==> config.mk <==
export PLATFORM = sky130hd
export DESIGN_NAME = imem_loader
export DESIGN_NICKNAME = d
export VERILOG_FILES = /design/src/rtl/imem_loader.sv
export SDC_FILE = /design/constraint.sdc
export NUM_CORES = 1
export LEC_CHECK = 0
export ABC_AREA = 1
export BUFFER_PORTS_ARGS = -buffer_cell sky130_fd_sc_hd__buf_2
export CORE_MARGIN = 1
export CORE_UTILIZATION = 40
export CTS_CLUSTER_DIAMETER = 60
export DETAILED_ROUTE_END_ITERATION = 16
export MAX_ROUTING_LAYER = met4
export PLACE_DENSITY_LB_ADDON = 0.3
export SKIP_CTS_REPAIR_TIMING = 1
export SYNTH_ARGS = -nofsm -noshare
export SYNTH_HDL_FRONTEND = slang
export SYNTH_SLANG_ARGS = --single-unit
==> constraint.sdc <==
create_clock -name clk -period 2.3 [get_ports clk]
set_clock_uncertainty 0.1 [all_clocks]
set_input_delay 0.46 -clock clk [delete_from_list [all_inputs] [get_ports clk]]
set_output_delay 0.46 -clock clk [all_outputs]
set_load 0.1 [all_outputs]
==> src/rtl/imem_loader.sv <==
// Instruction-memory loader: parses a COUNT / DATA / CHK byte frame from a
// valid/ready byte link and writes each assembled little-endian word into imem.
module imem_loader #(
  parameter int N  = 32,
  parameter int AW = 6
) (
  input  logic          clk,
  input  logic          reset,
  input  logic          start,
  input  logic [7:0]    rx_data,
  input  logic          rx_valid,
  output logic          rx_ready,
  output logic          we,
  output logic [AW-1:0] waddr,
  output logic [N-1:0]  wdata,
  output logic          cpu_hold,
  output logic          done,
  output logic          err
);

  localparam int BPW = N / 8;
  localparam int BW  = (BPW > 1) ? $clog2(BPW) : 1;
  localparam logic [AW:0] MAX_WORDS = {1'b1, {AW{1'b0}}};
  localparam logic [7:0]  MAX_COUNT = 8'(MAX_WORDS);

  typedef enum logic [2:0] {
    S_IDLE,
    S_COUNT,
    S_DATA,
    S_WRITE,
    S_CHECK,
    S_DONE
  } state_e;

  state_e        state_q, state_d;
  logic [AW-1:0] waddr_q, waddr_d;
  logic [N-1:0]  wdata_q, wdata_d;
  logic [BW-1:0] byteIdx_q, byteIdx_d;
  logic [AW:0]   words_q, words_d;
  logic [7:0]    chk_q, chk_d;
  logic          err_q, err_d;

  logic accept;
  logic lastByte;
  logic lastWord;
  logic countErr;

  assign accept   = rx_valid & rx_ready;
  assign lastByte = (byteIdx_q == BW'(BPW - 1));
  assign lastWord = (({1'b0, waddr_q} + {{AW{1'b0}}, 1'b1}) == words_q);
  assign countErr = (rx_data > MAX_COUNT);

  always_ff @(posedge clk or negedge reset) begin
    if (!reset) begin
      state_q <= S_IDLE;
    end else begin
      state_q <= state_d;
    end
  end

  always_comb begin
    state_d = state_q;
    unique case (state_q)
      S_IDLE, S_DONE: if (start)  state_d = S_COUNT;
      S_COUNT:        if (accept) state_d = countErr ? S_DONE : S_DATA;
      S_DATA:         if (accept && lastByte) state_d = S_WRITE;
      S_WRITE:        state_d = lastWord ? S_CHECK : S_DATA;
      S_CHECK:        if (accept) state_d = S_DONE;
      default:        state_d = S_IDLE;
    endcase
  end

  always_comb begin
    rx_ready = 1'b0;
    we       = 1'b0;
    cpu_hold = 1'b0;
    done     = 1'b0;
    case (state_q)
      S_COUNT, S_DATA, S_CHECK: begin
        rx_ready = 1'b1;
        cpu_hold = 1'b1;
      end
      S_WRITE: begin
        we       = 1'b1;
        cpu_hold = 1'b1;
      end
      S_DONE:  done = 1'b1;
      default: ;
    endcase
  end

  assign waddr = waddr_q;
  assign wdata = wdata_q;
  assign err   = err_q;

  // Datapath: word assembly, running XOR checksum and word-address walk.
  always_comb begin
    waddr_d   = waddr_q;
    wdata_d   = wdata_q;
    byteIdx_d = byteIdx_q;
    words_d   = words_q;
    chk_d     = chk_q;
    err_d     = err_q;
    case (state_q)
      S_IDLE, S_DONE: begin
        if (start) begin
          waddr_d   = '0;
          byteIdx_d = '0;
          chk_d     = '0;
          err_d     = 1'b0;
        end
      end
      S_COUNT: begin
        if (accept) begin
          words_d = (rx_data == 8'd0) ? MAX_WORDS : rx_data[AW:0];
          chk_d   = rx_data;
          err_d   = countErr;
        end
      end
      S_DATA: begin
        if (accept) begin
          for (int k = 0; k < BPW; k++) begin
            if (byteIdx_q == BW'(k)) wdata_d[8*k +: 8] = rx_data;
          end
          chk_d     = chk_q ^ rx_data;
          byteIdx_d = byteIdx_q + BW'(1);
        end
      end
      S_WRITE: begin
        if (!lastWord) begin
          waddr_d   = waddr_q + AW'(1);
          byteIdx_d = '0;
        end
      end
      S_CHECK: begin
        if (accept) err_d = (rx_data != chk_q);
      end
      default: ;
    endcase
  end

  always_ff @(posedge clk or negedge reset) begin
    if (!reset) begin
      waddr_q   <= '0;
      wdata_q   <= '0;
      byteIdx_q <= '0;
      words_q   <= '0;
      chk_q     <= '0;
      err_q     <= 1'b0;
    end else begin
      waddr_q   <= waddr_d;
      wdata_q   <= wdata_d;
      byteIdx_q <= byteIdx_d;
      words_q   <= words_d;
      chk_q     <= chk_d;
      err_q     <= err_d;
    end
  end

endmodule
# After elaboration in Yosys (flattened, before gate mapping)
# Cells that the tools add are included.
[op_classes] bitwise_logic=2 eq_ne=16 reduce_logical=21 n_lt_le_gt_ge=1 add_sub_neg=3 mux=27
[op_table] operator="$mux 8" count=3
[op_table] operator="$pmux 8 s3" count=1
[op_table] operator="$mux 3" count=6
[op_table] operator="$reduce_and 4->1" count=4
[op_table] operator="$pmux 3 s5" count=1
[op_table] operator="$reduce_and 3->1" count=5
[op_table] operator="$mux 6" count=2
[op_table] operator="$ne 2x2->1 const B" count=6
[op_table] operator="$pmux 6 s2" count=1
[op_table] operator="$reduce_bool 3->1" count=3
[op_table] operator="$gt 8x7->1 const B" count=1
[op_table] operator="$logic_not 8->1" count=1
[op_table] operator="$ne 8x8->1" count=1
[op_table] operator="$xor 8x8->8" count=1
[op_table] operator="$add 6x1->7 const B" count=1
[op_table] operator="$eq 7x7->1" count=1
[op_table] operator="$mux 1" count=7
[op_table] operator="$mux 7" count=1
[op_table] operator="$add 6x1->6 const B" count=1
[op_table] operator="$eq 3x2->1 const B" count=2
[op_table] operator="$eq 3x3->1 const B" count=2
[op_table] operator="$mux 2" count=3
[op_table] operator="$pmux 2 s3" count=1
[op_table] operator="$eq 2x2->1 const B" count=2
[op_table] operator="13 further kinds" count=13
[word_totals] wordCells=80 inputBits=12 ff_bits=59

# Logic depth before layout (Yosys ltp)
[depth] word_depth=7 depth_mapped=14 ltp_nobuf=14

# Worst setup path after synthesis
# OpenSTA, ideal clock, no wires.
[synth_path] path_kind="reg2out" start="register state_q[1]" end="output port done" t_required_ps=1740 arrival_ps=2526 path_stages_with_launch=2 n_path_buf=0 path_slack_ps=-786 path_cell_list="dfrtp_1 nor3_1"
[synth_between] elab_chain_cells=2
[synth_rtl] element="start: declaration" line="35" source="state_e state_q, state_d;"
[synth_rtl] element="start signal: assignment" line="57" source="state_q <= state_d;"
[synth_rtl] element="$eq 3x3->1" line="78" source="case (state_q)"
[synth_rtl] element="$mux 1" line="78"
[synth_rtl] element="end: declaration" line="17" source="output logic done,"
# Every way passes these cells.

# Worst setup path after layout
[layout_path] start="register state_q[0]" end="output port cpu_hold"
[layout_between] elab_chain_cells=3 elab_cells_between_ends=6 cone_classes="eq/ne (4); mux (1); reduce/logical (1)"
[layout_rtl] element="$eq 3x2->1 (tied with other cells)" line="78"
[layout_rtl] element="$reduce_or 4->1 (no line) (*)"
[layout_rtl] element="$mux 1 (*)" line="78"
[layout_rtl] element="end: declaration" line="16" source="output logic cpu_hold,"
# Every way passes the cells marked *; elsewhere a longest branch is shown, timed or not.

==> impl_metrics.tcl <==
set metrics [dict create \
    final_cell_mix "nand2_1 (109), dfrtp_1 (56), buf_2 (51)" \
    muxShareOfSynthArea_pct 0 \
    cts_max_level 3 \
    synth.avg_cell_area_um2 8.24 \
    cp_slowest_stage_delay_ns 0.40 \
    fin_crit_ns 2.17 \
    die_w_um 87.3 \
    synth_compound_area_share_pct 12.0 \
    synth_area_leaders "dfrtp_1 (51%), nand2_1 (14%), o21ai_0 (7.1%)" \
    ys_seq_elements 59 \
    crit_buf_inv 3 \
    antenna_found_initial 0 \
    hold_violations 19 \
    cts_tree "yes" \
    critical_path_class "reg -> out" \
    start_util_pct 42.1 \
    clockBufferDepth 2 \
    drive_gt1_share_pct 23.5 \
    drv_cap 0 \
    wire_per_inst_um 13.3 \
    hold_ws_ns -0.0208 \
    numPlacedInstances 497 \
    n_fill_cell 682 \
    area_growth_syn_to_layout_pct 22.4 \
    clock_latency_ns 0.34 \
    rows 30 \
    hold_path.class "in -> async" \
    synth_cell_types 28 \
    fin_util_pct 51.6 \
    dr.pass1.iters 4 \
    yosys_warnings 0 \
    die_h_um 87.3 \
    critPathMaxFanout 4 \
    synth_top_family_by_area "simple AND/OR/NAND/NOR gates" \
    vias_per_cell 4.88 \
    cpMaxStageDelayCell "dfrtp_1" \
    ios 55 \
    synth_top_cell_area_share_pct 50.8 \
    cts_made_buffers 9 \
    globalRoute.totalOverflow 0 \
    ant_nets 0 \
    clk_pin_slew_ns 0.06 \
    drc 0 \
    cts-root-buf "clkbuf_8" \
    port_buffers 54 \
    synthCells 353 \
    crit_chain "inv_2 -> nand2_1 -> nor2_1 -> inv_1 -> nand3_1 -> buf_4" \
    vias 2502 \
    postRouteWirelength_mm 6.81 \
    instances_no_fill 513 \
    drtIter0Drc 162 \
    diodes 0 \
    final_common_cell "nand2_1" \
    register_area_mm2 0.00148 \
    multi_input_area_mm2 0.00125 \
    grt_usage_pct 20.4 \
    slew_viol_final 0 \
    ys_seq_area_share_pct 50.8 \
    status "finished with violations" \
    critPathArrivalTime_ns 1.61 \
    setup-violations-final 0 \
    cp.required_ns 1.74 \
    syn-cell-area_mm2 0.00291 \
    dieArea_mm2 0.00762 \
    fmax_mhz 461 \
    synth_fp_nets 370 \
    finalCritPeriodShare_pct 94.2 \
    failed_checks "hold timing" \
    yosysTopAreaCell "dfrtp_1" \
    grt_pass1_vias 2350 \
    synthSimpleGateAreaFrac_pct 25.6 \
    slew_headroom_pct 66.6 \
    crit_family "buffers and inverters" \
    rsz0062_at_grt "no" \
    crit_path_end_kind "primary output" \
    grt_max_degree 41 \
    gp_congestion 0.859 \
    synth_xor_area_share_pct 2.71 \
    cts_sinks 59 \
    dp_hpwl_mm 4.90 \
    core_mm2 0.00691 \
    tightestPinTransition_ns 0.505 \
    fin_nets 429 \
    grt_pass1_wl_mm 11.4 \
    synth-adder-area-share_pct 2.15 \
    cp-start-kind "flip-flop" \
]
==> per-layer routing <==
metal	track usage, %	vias up	part of all wire, %
met1	25.6	1169	46
met4	9.09	0	2.3
li1	-	1270	-
met3	3.60	14	3.9
met5	-	-	0
met2	32.2	49	48
==> layout make-up <==
class / count / area share, %
flip-flops and latches: 59 / 41.6
multi-input cells: 245 / 35.1
repair buffers: 57 / 9.14
clock buffers: 11 / 4.25
inverters: 40 / 4.22
well taps: 96 / 3.37
clock inverters: 5 / 2.39
==> flip-flops by register name, indices dropped and copies added (netlist names) <==
name / cells
waddr: 6
err: 1
byteIdx_q: 2
wdata: 32
chk_q: 8
words_q: 7
state_q: 3
==> final timing paths <==
path	start	endpoint	slack [ns]	depth (start not counted)
setup / recovery	state_q[0]	cpu_hold	0.13	6
hold / removal	reset	chk_q[5]	-0.02	1
setup reg to reg	waddr[0]	waddr[1]	0.33	10
hold reg to reg	wdata[12]	wdata[12]	0.38	2
max in group asynchronous	reset	words_q[6]	1.55	2
min in group clk	wdata[12]	wdata[12]	0.38	2
==> through the flow <==
stage	area (µm²)	worst slack, ns	setup TNS [ns]	hold slack [ns]
after global routing	3560	0.0149	0	0.00249
final	3560	0.133	0	-0.0208
after global placement	3320	0.388	0	0.348
after CTS	3550	-0.00811	-0.00811	-0.0180
after detailed placement	3320	0.344	0	0.350
after floorplan	2920	0.0558	0	0.0644
==> worst register-to-register path: stages (launching register included) <==
cell and delay (ns):
dfrtp_2 0.44, ha_1 0.33, xnor2_1 0.15, nand2_1 0.06
nor2_1 0.10, nand2_1 0.06, nor2_2 0.11, nand3_2 0.23
nand3_2 0.19, nand2_1 0.07, nand2_1 0.06
==> cells by family after synthesis <==
logic type	after synthesis
XOR/XNOR	9
flip-flops	59
AND/OR/NAND/NOR	167
adder cells (fa/ha/maj)	5
buffers and inverters	49
AO/OA/AOI/OAI	64
==> synth_stat cells (all sizes together) <==
cell    number
nand2      110
dfrtp       59
o21ai       51
inv         40
nor2        20
nand3       18
nand4       13
xnor2        9
o22ai        8
clkbuf       6
ha           5
a21oi        3
buf          3
nand3b       2
nor3         2
or2          2
a21boi       1
a22oi        1
Power is left out: the tool's default activity adds up to more than one toggle a clock period on the data nets, which glitch-free logic cannot reach.
